### src/rtl/seg7_scan_display.sv
`default_nettype none
// ============================================================================
// Module   : seg7_scan_display
// Purpose  : Countdown display driver. A binary count captured on a load
//            strobe is converted to BCD by a sequential double-dabble
//            engine, then shown on a time-multiplexed, active-low,
//            common-anode 7-segment bank. Supports leading-zero blanking,
//            overflow dashes and whole-display blinking.
// Ports    : clk      - system clock, rising edge
//            rst_n    - asynchronous reset, active-high
//            value    - binary count to display (IN_W bits)
//            load     - one-cycle strobe, capture value
//            blank_lz - blank leading zeros when 1
//            blink_en - blink the whole display when 1
//            busy     - conversion in progress
//            ovf      - last committed value exceeded 10^DIGITS-1
//            seg      - segments g..a, active-low
//            an       - digit enables, active-low
// Revision : 1.0 - initial release
// ============================================================================
module seg7_scan_display #(
  parameter int DIGITS       = 2,
  parameter int IN_W         = 6,
  parameter int SCAN_DIV     = 1000,
  parameter int BLINK_FRAMES = 50
) (
  input  logic              clk,
  input  logic              rst_n,
  input  logic [IN_W-1:0]   value,
  input  logic              load,
  input  logic              blank_lz,
  input  logic              blink_en,
  output logic              busy,
  output logic              ovf,
  output logic [6:0]        seg,
  output logic [DIGITS-1:0] an
);

  localparam int BCD_W = 4 * DIGITS;
  localparam int CNT_W = $clog2(IN_W + 1);
  localparam int DIV_W = $clog2(SCAN_DIV);
  localparam int IDX_W = (DIGITS > 1) ? $clog2(DIGITS) : 1;
  localparam int FRM_W = (BLINK_FRAMES > 1) ? $clog2(BLINK_FRAMES) : 1;
  localparam logic [31:0] MAX_VAL = 32'(10 ** DIGITS - 1);

  typedef enum logic [0:0] {
    ST_IDLE = 1'b0,
    ST_CONV = 1'b1
  } state_e;

  state_e             state_q,  state_d;
  logic [IN_W-1:0]    shift_q,  shift_d;
  logic [IN_W-1:0]    cap_q,    cap_d;
  logic [BCD_W-1:0]   bcd_q,    bcd_d;
  logic [CNT_W-1:0]   iter_q,   iter_d;
  logic [IN_W-1:0]    pend_q,   pend_d;
  logic               pend_v_q, pend_v_d;
  logic               busy_q,   busy_d;
  logic [BCD_W-1:0]   disp_q,   disp_d;
  logic               ovf_q,    ovf_d;
  logic [DIV_W-1:0]   div_q,    div_d;
  logic [IDX_W-1:0]   idx_q,    idx_d;
  logic [FRM_W-1:0]   frm_q,    frm_d;
  logic               phase_q,  phase_d;
  logic [6:0]         seg_q,    seg_d;
  logic [DIGITS-1:0]  an_q,     an_d;

  // One double-dabble step: add 3 to every nibble >= 5, then shift the
  // combined {bcd, shift} register left by one.
  logic [BCD_W-1:0]      bcd_adj;
  logic [BCD_W+IN_W-1:0] dd_all;

  always_comb begin
    bcd_adj = bcd_q;
    for (int k = 0; k < DIGITS; k++) begin
      if (bcd_q[4*k +: 4] >= 4'd5) begin
        bcd_adj[4*k +: 4] = bcd_q[4*k +: 4] + 4'd3;
      end
    end
    dd_all = {bcd_adj, shift_q} << 1;
  end

  function automatic logic [6:0] seg_code(input logic [3:0] d);
    case (d)
      4'd0:    seg_code = 7'b1000000;
      4'd1:    seg_code = 7'b1111001;
      4'd2:    seg_code = 7'b0100100;
      4'd3:    seg_code = 7'b0110000;
      4'd4:    seg_code = 7'b0011001;
      4'd5:    seg_code = 7'b0010010;
      4'd6:    seg_code = 7'b0000010;
      4'd7:    seg_code = 7'b1111000;
      4'd8:    seg_code = 7'b0000000;
      4'd9:    seg_code = 7'b0010000;
      default: seg_code = 7'b1111111;
    endcase
  endfunction

  // Conversion control
  logic            start;
  logic [IN_W-1:0] start_val;

  always_comb begin
    state_d   = state_q;
    shift_d   = shift_q;
    cap_d     = cap_q;
    bcd_d     = bcd_q;
    iter_d    = iter_q;
    pend_d    = pend_q;
    pend_v_d  = pend_v_q;
    busy_d    = busy_q;
    disp_d    = disp_q;
    ovf_d     = ovf_q;
    start     = 1'b0;
    start_val = value;

    case (state_q)
      ST_IDLE: begin
        if (load) begin
          start   = 1'b1;
          busy_d  = 1'b1;
          state_d = ST_CONV;
        end
      end
      ST_CONV: begin
        if (iter_q != CNT_W'(IN_W)) begin
          bcd_d   = dd_all[BCD_W+IN_W-1 -: BCD_W];
          shift_d = dd_all[IN_W-1:0];
          iter_d  = iter_q + CNT_W'(1);
          if (load) begin
            pend_d   = value;
            pend_v_d = 1'b1;
          end
        end else begin
          // Commit cycle: all IN_W shifts are done.
          disp_d = bcd_q;
          ovf_d  = ({{(32-IN_W){1'b0}}, cap_q} > MAX_VAL);
          if (pend_v_q) begin
            // Pending value converts next; a load arriving now becomes
            // the new pending entry so nothing is lost.
            start     = 1'b1;
            start_val = pend_q;
            pend_v_d  = load;
            if (load) begin
              pend_d = value;
            end
          end else if (load) begin
            start = 1'b1;
          end else begin
            busy_d  = 1'b0;
            state_d = ST_IDLE;
          end
        end
      end
      default: begin
        state_d = ST_IDLE;
        busy_d  = 1'b0;
      end
    endcase

    if (start) begin
      shift_d = start_val;
      cap_d   = start_val;
      bcd_d   = '0;
      iter_d  = '0;
    end
  end

  // Scan, blink and registered output decode
  logic       div_wrap;
  logic       frame_wrap;
  logic [3:0] cur_nib;
  logic       hi_zero;

  always_comb begin
    div_d      = div_q + DIV_W'(1);
    idx_d      = idx_q;
    frm_d      = frm_q;
    phase_d    = phase_q;
    frame_wrap = 1'b0;
    div_wrap   = (div_q == DIV_W'(SCAN_DIV - 1));

    if (div_wrap) begin
      div_d = '0;
      if (idx_q == IDX_W'(DIGITS - 1)) begin
        idx_d      = '0;
        frame_wrap = 1'b1;
      end else begin
        idx_d = idx_q + IDX_W'(1);
      end
    end

    if (!blink_en) begin
      phase_d = 1'b0;
      frm_d   = '0;
    end else if (frame_wrap) begin
      if (frm_q == FRM_W'(BLINK_FRAMES - 1)) begin
        frm_d   = '0;
        phase_d = ~phase_q;
      end else begin
        frm_d = frm_q + FRM_W'(1);
      end
    end

    // Current digit and "this digit and everything above it is zero".
    cur_nib = 4'd0;
    hi_zero = 1'b1;
    for (int k = 0; k < DIGITS; k++) begin
      if (IDX_W'(k) == idx_q) begin
        cur_nib = disp_q[4*k +: 4];
      end
      if ((k >= int'(idx_q)) && (disp_q[4*k +: 4] != 4'd0)) begin
        hi_zero = 1'b0;
      end
    end

    an_d = ~(DIGITS'(1) << idx_q);
    if (blink_en && phase_q) begin
      an_d  = '1;
      seg_d = 7'b1111111;
    end else if (ovf_q) begin
      seg_d = 7'b0111111;
    end else if (blank_lz && (idx_q != '0) && hi_zero) begin
      seg_d = 7'b1111111;
    end else begin
      seg_d = seg_code(cur_nib);
    end
  end

  always_ff @(posedge clk or posedge rst_n) begin
    if (rst_n) begin
      state_q  <= ST_IDLE;
      shift_q  <= '0;
      cap_q    <= '0;
      bcd_q    <= '0;
      iter_q   <= '0;
      pend_q   <= '0;
      pend_v_q <= 1'b0;
      busy_q   <= 1'b0;
      disp_q   <= '0;
      ovf_q    <= 1'b0;
      div_q    <= '0;
      idx_q    <= '0;
      frm_q    <= '0;
      phase_q  <= 1'b0;
      seg_q    <= 7'b1111111;
      an_q     <= '1;
    end else begin
      state_q  <= state_d;
      shift_q  <= shift_d;
      cap_q    <= cap_d;
      bcd_q    <= bcd_d;
      iter_q   <= iter_d;
      pend_q   <= pend_d;
      pend_v_q <= pend_v_d;
      busy_q   <= busy_d;
      disp_q   <= disp_d;
      ovf_q    <= ovf_d;
      div_q    <= div_d;
      idx_q    <= idx_d;
      frm_q    <= frm_d;
      phase_q  <= phase_d;
      seg_q    <= seg_d;
      an_q     <= an_d;
    end
  end

  assign busy = busy_q;
  assign ovf  = ovf_q;
  assign seg  = seg_q;
  assign an   = an_q;

endmodule
`default_nettype wire

### config.mk
export PLATFORM = sky130hd
export DESIGN_NAME = seg7_scan_display
export DESIGN_NICKNAME = d
export VERILOG_FILES = /design/src/rtl/seg7_scan_display.sv
export SDC_FILE = /design/constraint.sdc
export NUM_CORES = 1
export LEC_CHECK = 0
export BUFFER_PORTS_ARGS = -buffer_cell sky130_fd_sc_hd__buf_2
export CAP_MARGIN = 20
export CORE_MARGIN = 1.5
export CORE_UTILIZATION = 50
export DETAILED_ROUTE_END_ITERATION = 6
export PLACE_DENSITY = 0.69
export SYNTH_ARGS = -nofsm -noshare
export SYNTH_HDL_FRONTEND = slang
export SYNTH_SLANG_ARGS = --single-unit
### constraint.sdc
create_clock -name clk -period 1.84 [get_ports clk]
set_clock_uncertainty 0.05 [all_clocks]
set_input_delay 0.276 -clock clk [delete_from_list [all_inputs] [get_ports clk]]
set_output_delay 0.276 -clock clk [all_outputs]
set_load 0.005 [all_outputs]
==> summary.txt, run 1 <==
Final Hold Vio Count - 0
number of synthesized flops with an enable pin - 0
Tot Pwr - 4630 uW
ANT cells - 0
WP buf/inv - 0
Storage cell area - 1540 um^2
utilization after layout - 60.5%
dpl hpwl - 4050 um
Crit Path Max Fanout - 4
core area - 5890 um^2
GR Util All Layers - 19.8%
vias in the first global route - 2150
DRC errors left - 0
syn_area_per_cell - 11.0 um^2
DIE AREA - 6570 um^2
1st-iter DRT viols - 75
min Tclk post-route - 1.75 ns
fmax - 0.573 GHz
CP Class - flip-flop to flip-flop
Clk Latency, worst-skew pair - 0.33 ns
ANT nets after route - 0
Cell Area, Synth - 3040 um^2
Rows - 28
Hold Path Stages - 2
final WL - 5600 um
final setup TNS - 0 ns
Root Driver - clkbuf_8
Req. time, crit path - 2.04 ns
placer congestion estimate - 0.780
die height - 81.0 um
TritonCTS Buffers - 9
vias per std cell - 5.53
CTS tree - built
total number of vias - 2197
Primary FF master, synth - dfrtp_1
ys async rst share - 100%
Post-Syn Instances - 277
Unique masters post-synth - 47
max incr delay on CP - 0.48 ns
Die Width - 81.0 um
clock buffer depth - 2
DP Area - 3340 um^2
Syn-to-layout area delta - 17.0%
WHS Endpoint - pend_q[0]
fin crit share - 94.9%
Layout Nets - 343
CP delay by family, top - simple AND/OR/NAND/NOR gates
Worst-path clk slew - 0.06 ns
leakage power - 0.00166 uW
port bufs - 20
CTS Sinks - 61
Max IR drop VDD - 581 uV
Final Cell Area - 3560 um^2
unrepaired setup endpoints after global routing - no
layout cell share with drive strength beyond 1 - 26.7%
Hold WC Path Type - primary input to flip-flop
number of fillers in the final layout - 501
Starting Density - 51.7%
worst hold path startpoint - value[0]
Reg2Reg Depth - 5
footprint of the multi-input gates - 1430 um^2
register area share after synthesis - 50.5%
CP endpoint kind - flip-flop
Reg-to-Reg End - phase_q
Setup crit start kind - flip-flop
Power per Cell Area - 1300 nW/um^2
commonest non-fill, non-tap cells in the layout - dfrtp_1 (51), nand2_1 (23), buf_2 (20)
Synth Register Bits - 61
largest net degree at the start of global routing - 51
Slew Limit Fails - 0
CTS H-tree lvls - 3
yosys warns - 0
grt ovf - 0
slowest CP cell - or4b_1
drt first pass iters - 4
Critical Path, Cell by Cell - ha_4, nand4bb_4, or3_1, or4b_1, o21ai_0
initial antenna violation count - 0
# Post-CTS Setup Buffers - 0
Reg2Reg Setup Slack - 0.09 ns
Max-Cap Viols - 0
WP data arrival - 1.94 ns
worst r2r src - div_q[0]
commonest non-fill, non-tap cell in the layout - dfrtp_1
Synthesized Nets - 303
outcome - completed
Finish-stage setup viols - 0
Ports - 22
first-pass GRT wire length - 9760 um
routed length per instance - 14.1 um
metrics by stage:
stage	setup slack, ns	hold slack, ns	cells
5_1_grt	0.00888	0.134	397
4_1_cts	0.0291	0.130	397
6_report	0.0936	0.141	397
2_1_floorplan	0.00510	0.358	277
3_5_place_dp	-0.114	0.171	380
3_3_place_gp	-0.0482	0.166	380
registers in the layout, indices dropped and copies added (netlist names):
signal    count
state_q       1
pend_v_q      1
busy          1
pend_q        6
iter_q        3
frm_q         6
shift_q       6
seg           7
an            2
idx_q         1
div_q        10
phase_q       1
disp_q        8
bcd_q         8
cell type report:
class	instances	share of cell area, %
multi-input cells	193	40.1
clock buffers	16	5.34
repair buffers	40	7.45
inverters	12	1.26
flip-flops and latches	61	43.2
well taps	75	2.63
Yosys cell counts (3+ instances only):
library cell	count	share of area (%)
dfrtp_1	52	43
o31ai_1	5	1.2
nand3b_1	3	0.74
mux2_2	14	5.2
buf_4	3	0.74
a21oi_1	11	1.8
nor3_1	7	1.2
nand2_1	24	3.0
inv_1	12	1.5
mux2i_1	14	4.6
dfstp_2	9	7.8
a22o_1	5	1.4
nand3_1	10	1.6
a221o_1	5	1.6
nor2_1	13	1.6
clkbuf_1	3	0.37
and2_1	3	0.62
nand2b_1	4	0.82
ha_1	15	6.2
xnor2_1	4	1.2
o21ai_0	17	2.8
xor2_1	7	2.0
nand4_1	4	0.82
buf_2	4	0.66
repair_timing:
| action | in CTS | in global routing |
|---|---|---|
| hold endpoints to repair | 2 | 0 |
| gates resized for setup | 1 | 5 |
| pin swaps | 0 | 1 |
| hold buffers | 1 | 0 |
| endpoints found under the setup margin | 12 | 13 |
power breakdown:
part           internal (uW)  switching [uW]
clock network            639             465
registers               1750             242
logic                    764             772
total                   3150            1480
worst max path at each step:
stage,end,startpoint,cells past startpoint,slack [ns]
2_1_floorplan,phase_q,div_q[0],6,0.005
3_3_place_gp,iter_q[0],iter_q[0],5,-0.05
3_5_place_dp,iter_q[0],iter_q[0],5,-0.11
4_1_cts,phase_q,div_q[0],5,0.03
5_1_grt,pend_q[2],iter_q[0],7,0.009
6_report,phase_q,div_q[0],5,0.09
cell families after synthesis:
group | synth area share, %
buffers and inverters | 3.41
other | 0.123
muxes | 9.78
xor gates and xnor gates | 3.16
and+or+nand+nor | 14.2
AOI/OAI and AO/OA | 12.6
adders and majority gates | 6.17
DFF | 50.5
layer usage:
metal,track usage [%],share of wire (%),vias up
li1,-,-,1071
met1,23.9,45,1086
met2,33.0,50,33
met3,4.72,3.2,7
met4,9.83,1.5,0
met5,0,0,-
(Power assumes the default switching activity.)
==> run 2, diff against run 1 <==
--- a/config.mk
+++ b/config.mk
@@ -10,7 +10,9 @@
 export CORE_MARGIN = 1.5
 export CORE_UTILIZATION = 50
 export DETAILED_ROUTE_END_ITERATION = 6
-export PLACE_DENSITY = 0.69
+export GPL_TIMING_DRIVEN = 0
+export PLACE_DENSITY = 0.66
+export RECOVER_POWER = 25
 export SYNTH_ARGS = -nofsm -noshare
 export SYNTH_HDL_FRONTEND = slang
 export SYNTH_SLANG_ARGS = --single-unit
==> constraint.sdc (replaced) <==
create_clock -name clk -period 2.1 [get_ports clk]
set_clock_uncertainty 0.05 [all_clocks]
set_input_delay 0.315 -clock clk [delete_from_list [all_inputs] [get_ports clk]]
set_output_delay 0.315 -clock clk [all_outputs]
set_load 0.005 [all_outputs]
==> run 2 against run 1 <==
  * Clock-buffer cell count shrank 5
  * Final area shrank 1.5%
  * Sequential power shrank 13%
  * Critical path depth grew 1
  * Global-route usage shrank 0.69 points
  * Combinational power shrank 14%
  * Fmax shrank 13%
  * Total power shrank 10%
  * Via count shrank 2.7%
  * Critical endpoint unchanged
==> summary.txt, run 2 (same netlist as run 1, synthesis figures left out) <==
outcome - completed
vias per std cell - 5.48 (-0.94%)
Crit Path Max Fanout - 7 (+3)
Final Hold Vio Count - 0 (unchanged)
Largest regs - div_q x10, bcd_q x8, disp_q x8
Finish-stage setup viols - 0 (unchanged)
clock buffer depth - 2 (unchanged)
CTS Sinks - 61 (unchanged)
min Tclk post-route - 2.00 ns (+0.256 ns)
Hold WC Path Type - primary input to flip-flop
commonest non-fill, non-tap cells in the layout - dfrtp_1 (52), nand2_1 (24), buf_2 (22)
die height - 81.0 um (unchanged)
Layout Cells excl Fill - 390 (-1.8%)
layout cell share with drive strength beyond 1 - 24.4% (-2.3 points)
Worst Max-Slew Pin Slew - 0.686 ns
Reg2Reg Depth - 6 (+1)
Reg2Reg Setup Slack - 0.1 ns (about the same)
WP data arrival - 2.20 ns (+0.26 ns)
crit path to - phase_q
drt first pass iters - 4 (unchanged)
Clk Latency, worst-skew pair - 0.34 ns (about the same)
placer congestion estimate - 0.770 (-1.3%)
PnR worst setup slack - 0.0980 ns (+0.00445 ns)
vias in the first global route - 2108 (-2.0%)
Slew Limit Headroom - 54.2%
Comb power frac - 31.9% (-1.3 points)
first-pass GRT wire length - 9460 um (-3.1%)
Power per Cell Area - 1180 nW/um^2 (-8.9%)
port bufs - 20 (unchanged)
Setup crit start kind - flip-flop
leakage power - 0.00162 uW (-2.7%)
Syn-to-layout area delta - 15.2%
dpl hpwl - 3710 um (-8.4%)
GR Util All Layers - 19.1% (-0.69 points)
commonest non-fill, non-tap cell in the layout - dfrtp_1
Ports - 22 (unchanged)
Slew Limit Fails - 0 (unchanged)
fin crit share - 95.3% (+0.42 points)
ANT nets after route - 0 (unchanged)
Rows - 28 (unchanged)
1st-iter DRT viols - 52 (-31%)
Max-Cap Viols - 0 (unchanged)
CP endpoint kind - flip-flop
ANT cells - 0 (unchanged)
grt ovf - 0 (unchanged)
Layout Nets - 336 (-2.0%)
Starting Density - 51.7% (unchanged)
CP Class - flip-flop to flip-flop
Worst-path clk slew - 0.07 ns (about the same)
routed length per instance - 13.6 um (-3.2%)
DRC errors left - 0 (unchanged)
Reg-to-Reg End - phase_q
unrepaired setup endpoints after global routing - no
Max IR drop VDD - 757 uV (+30%)
final setup TNS - 0 ns (unchanged)
number of flip-flops in the largest register - 10 (unchanged)
CTS tree - built
Clk network pwr share - 26.5% (+2.7 points)
Die Width - 81.0 um (unchanged)
Switch Pwr - 1320 uW (-11%)
TritonCTS Buffers - 9 (unchanged)
Worst setup startpoint - div_q[0]
switching share of total power - 31.7% (-0.19 points)
utilization after layout - 59.6% (-0.91 points)
initial antenna violation count - 0 (unchanged)
fmax - 0.500 GHz (-13%)
total number of vias - 2138 (-2.7%)
Root Driver - clkbuf_8
DIE AREA - 6570 um^2 (unchanged)
largest net degree at the start of global routing - 44 (-14%)
Biggest register - div_q
worst r2r src - div_q[0]
Internal Pwr Total - 2840 uW (-10%)
Placement Setup Slack - -0.162 ns (-0.0480 ns)
final WL - 5320 um (-4.9%)
sequential power share - 41.6% (-1.4 points)
Placed Instances - 373 (-1.8%)
core area - 5890 um^2 (unchanged)
CTS H-tree lvls - 3 (unchanged)
Req. time, crit path - 2.30 ns (+0.26 ns)
## run 2: worst min-delay path by stage
stage             start   endpoint  slack (ns)  depth (start not counted)
2_1_floorplan  div_q[0]   div_q[0]        0.38                          1
5_1_grt        value[0]  pend_q[0]        0.17                          2
3_5_place_dp      rst_n   frm_q[5]        0.28                          2
3_3_place_gp   div_q[0]   div_q[0]        0.39                          1
4_1_cts        value[4]  pend_q[4]        0.16                          2
6_report       value[0]  pend_q[0]        0.17                          2
## run 2: metrics by stage
step	total power (uW)	hold slack, ns	instance area [um^2]
2_1_floorplan	2720	0.375	3040
3_3_place_gp	3000	0.392	3240
3_5_place_dp	3050	0.284	3260
4_1_cts	4180	0.159	3480
5_1_grt	4480	0.171	3510
6_report	4160	0.174	3510
## run 2: layout make-up
type,count,area (um^2)
Multi-Input combinational cell,193,1440
Tap cell,75,93.8
Inverter,12,45.0
Buffer,10,57.6
Fill cell,505,2380
Sequential cell,61,1540
Clock inverter,5,75.1
Timing Repair Buffer,23,124
Clock buffer,11,131
## run 2: power by group through the flow
stage,clock [uW],combinational (uW),sequential (uW)
2_1_floorplan,0,1010,1700
3_3_place_gp,0,1270,1730
3_5_place_dp,0,1300,1750
4_1_cts,1130,1320,1730
5_1_grt,1180,1520,1780
6_report,1100,1330,1730
## run 2: metal layers
layer  vias up  GRT usage, %  part of all wire [%]
met4         0          7.76                   1.7
met2        34          31.1                    47
li1       1066             -                     -
met3        10          6.29                   4.1
met1      1028          23.4                    47
met5         -             0                     0
## run 2: critical path, stage by stage (launching register included)
cell,delay (ns)
dfrtp_1,0.37
ha_2,0.24
nand4bb_4,0.15
or3_1,0.36
clkbuf_2,0.17
or4b_1,0.47
o21ai_0,0.11
## run 2: what timing repair did
item	CTS	global route
buffers inserted	0	1
gates resized for setup	3	7
pin swaps	0	1
hold endpoints to repair	9	0
setup endpoints to repair	19	15
hold buffers	1	0
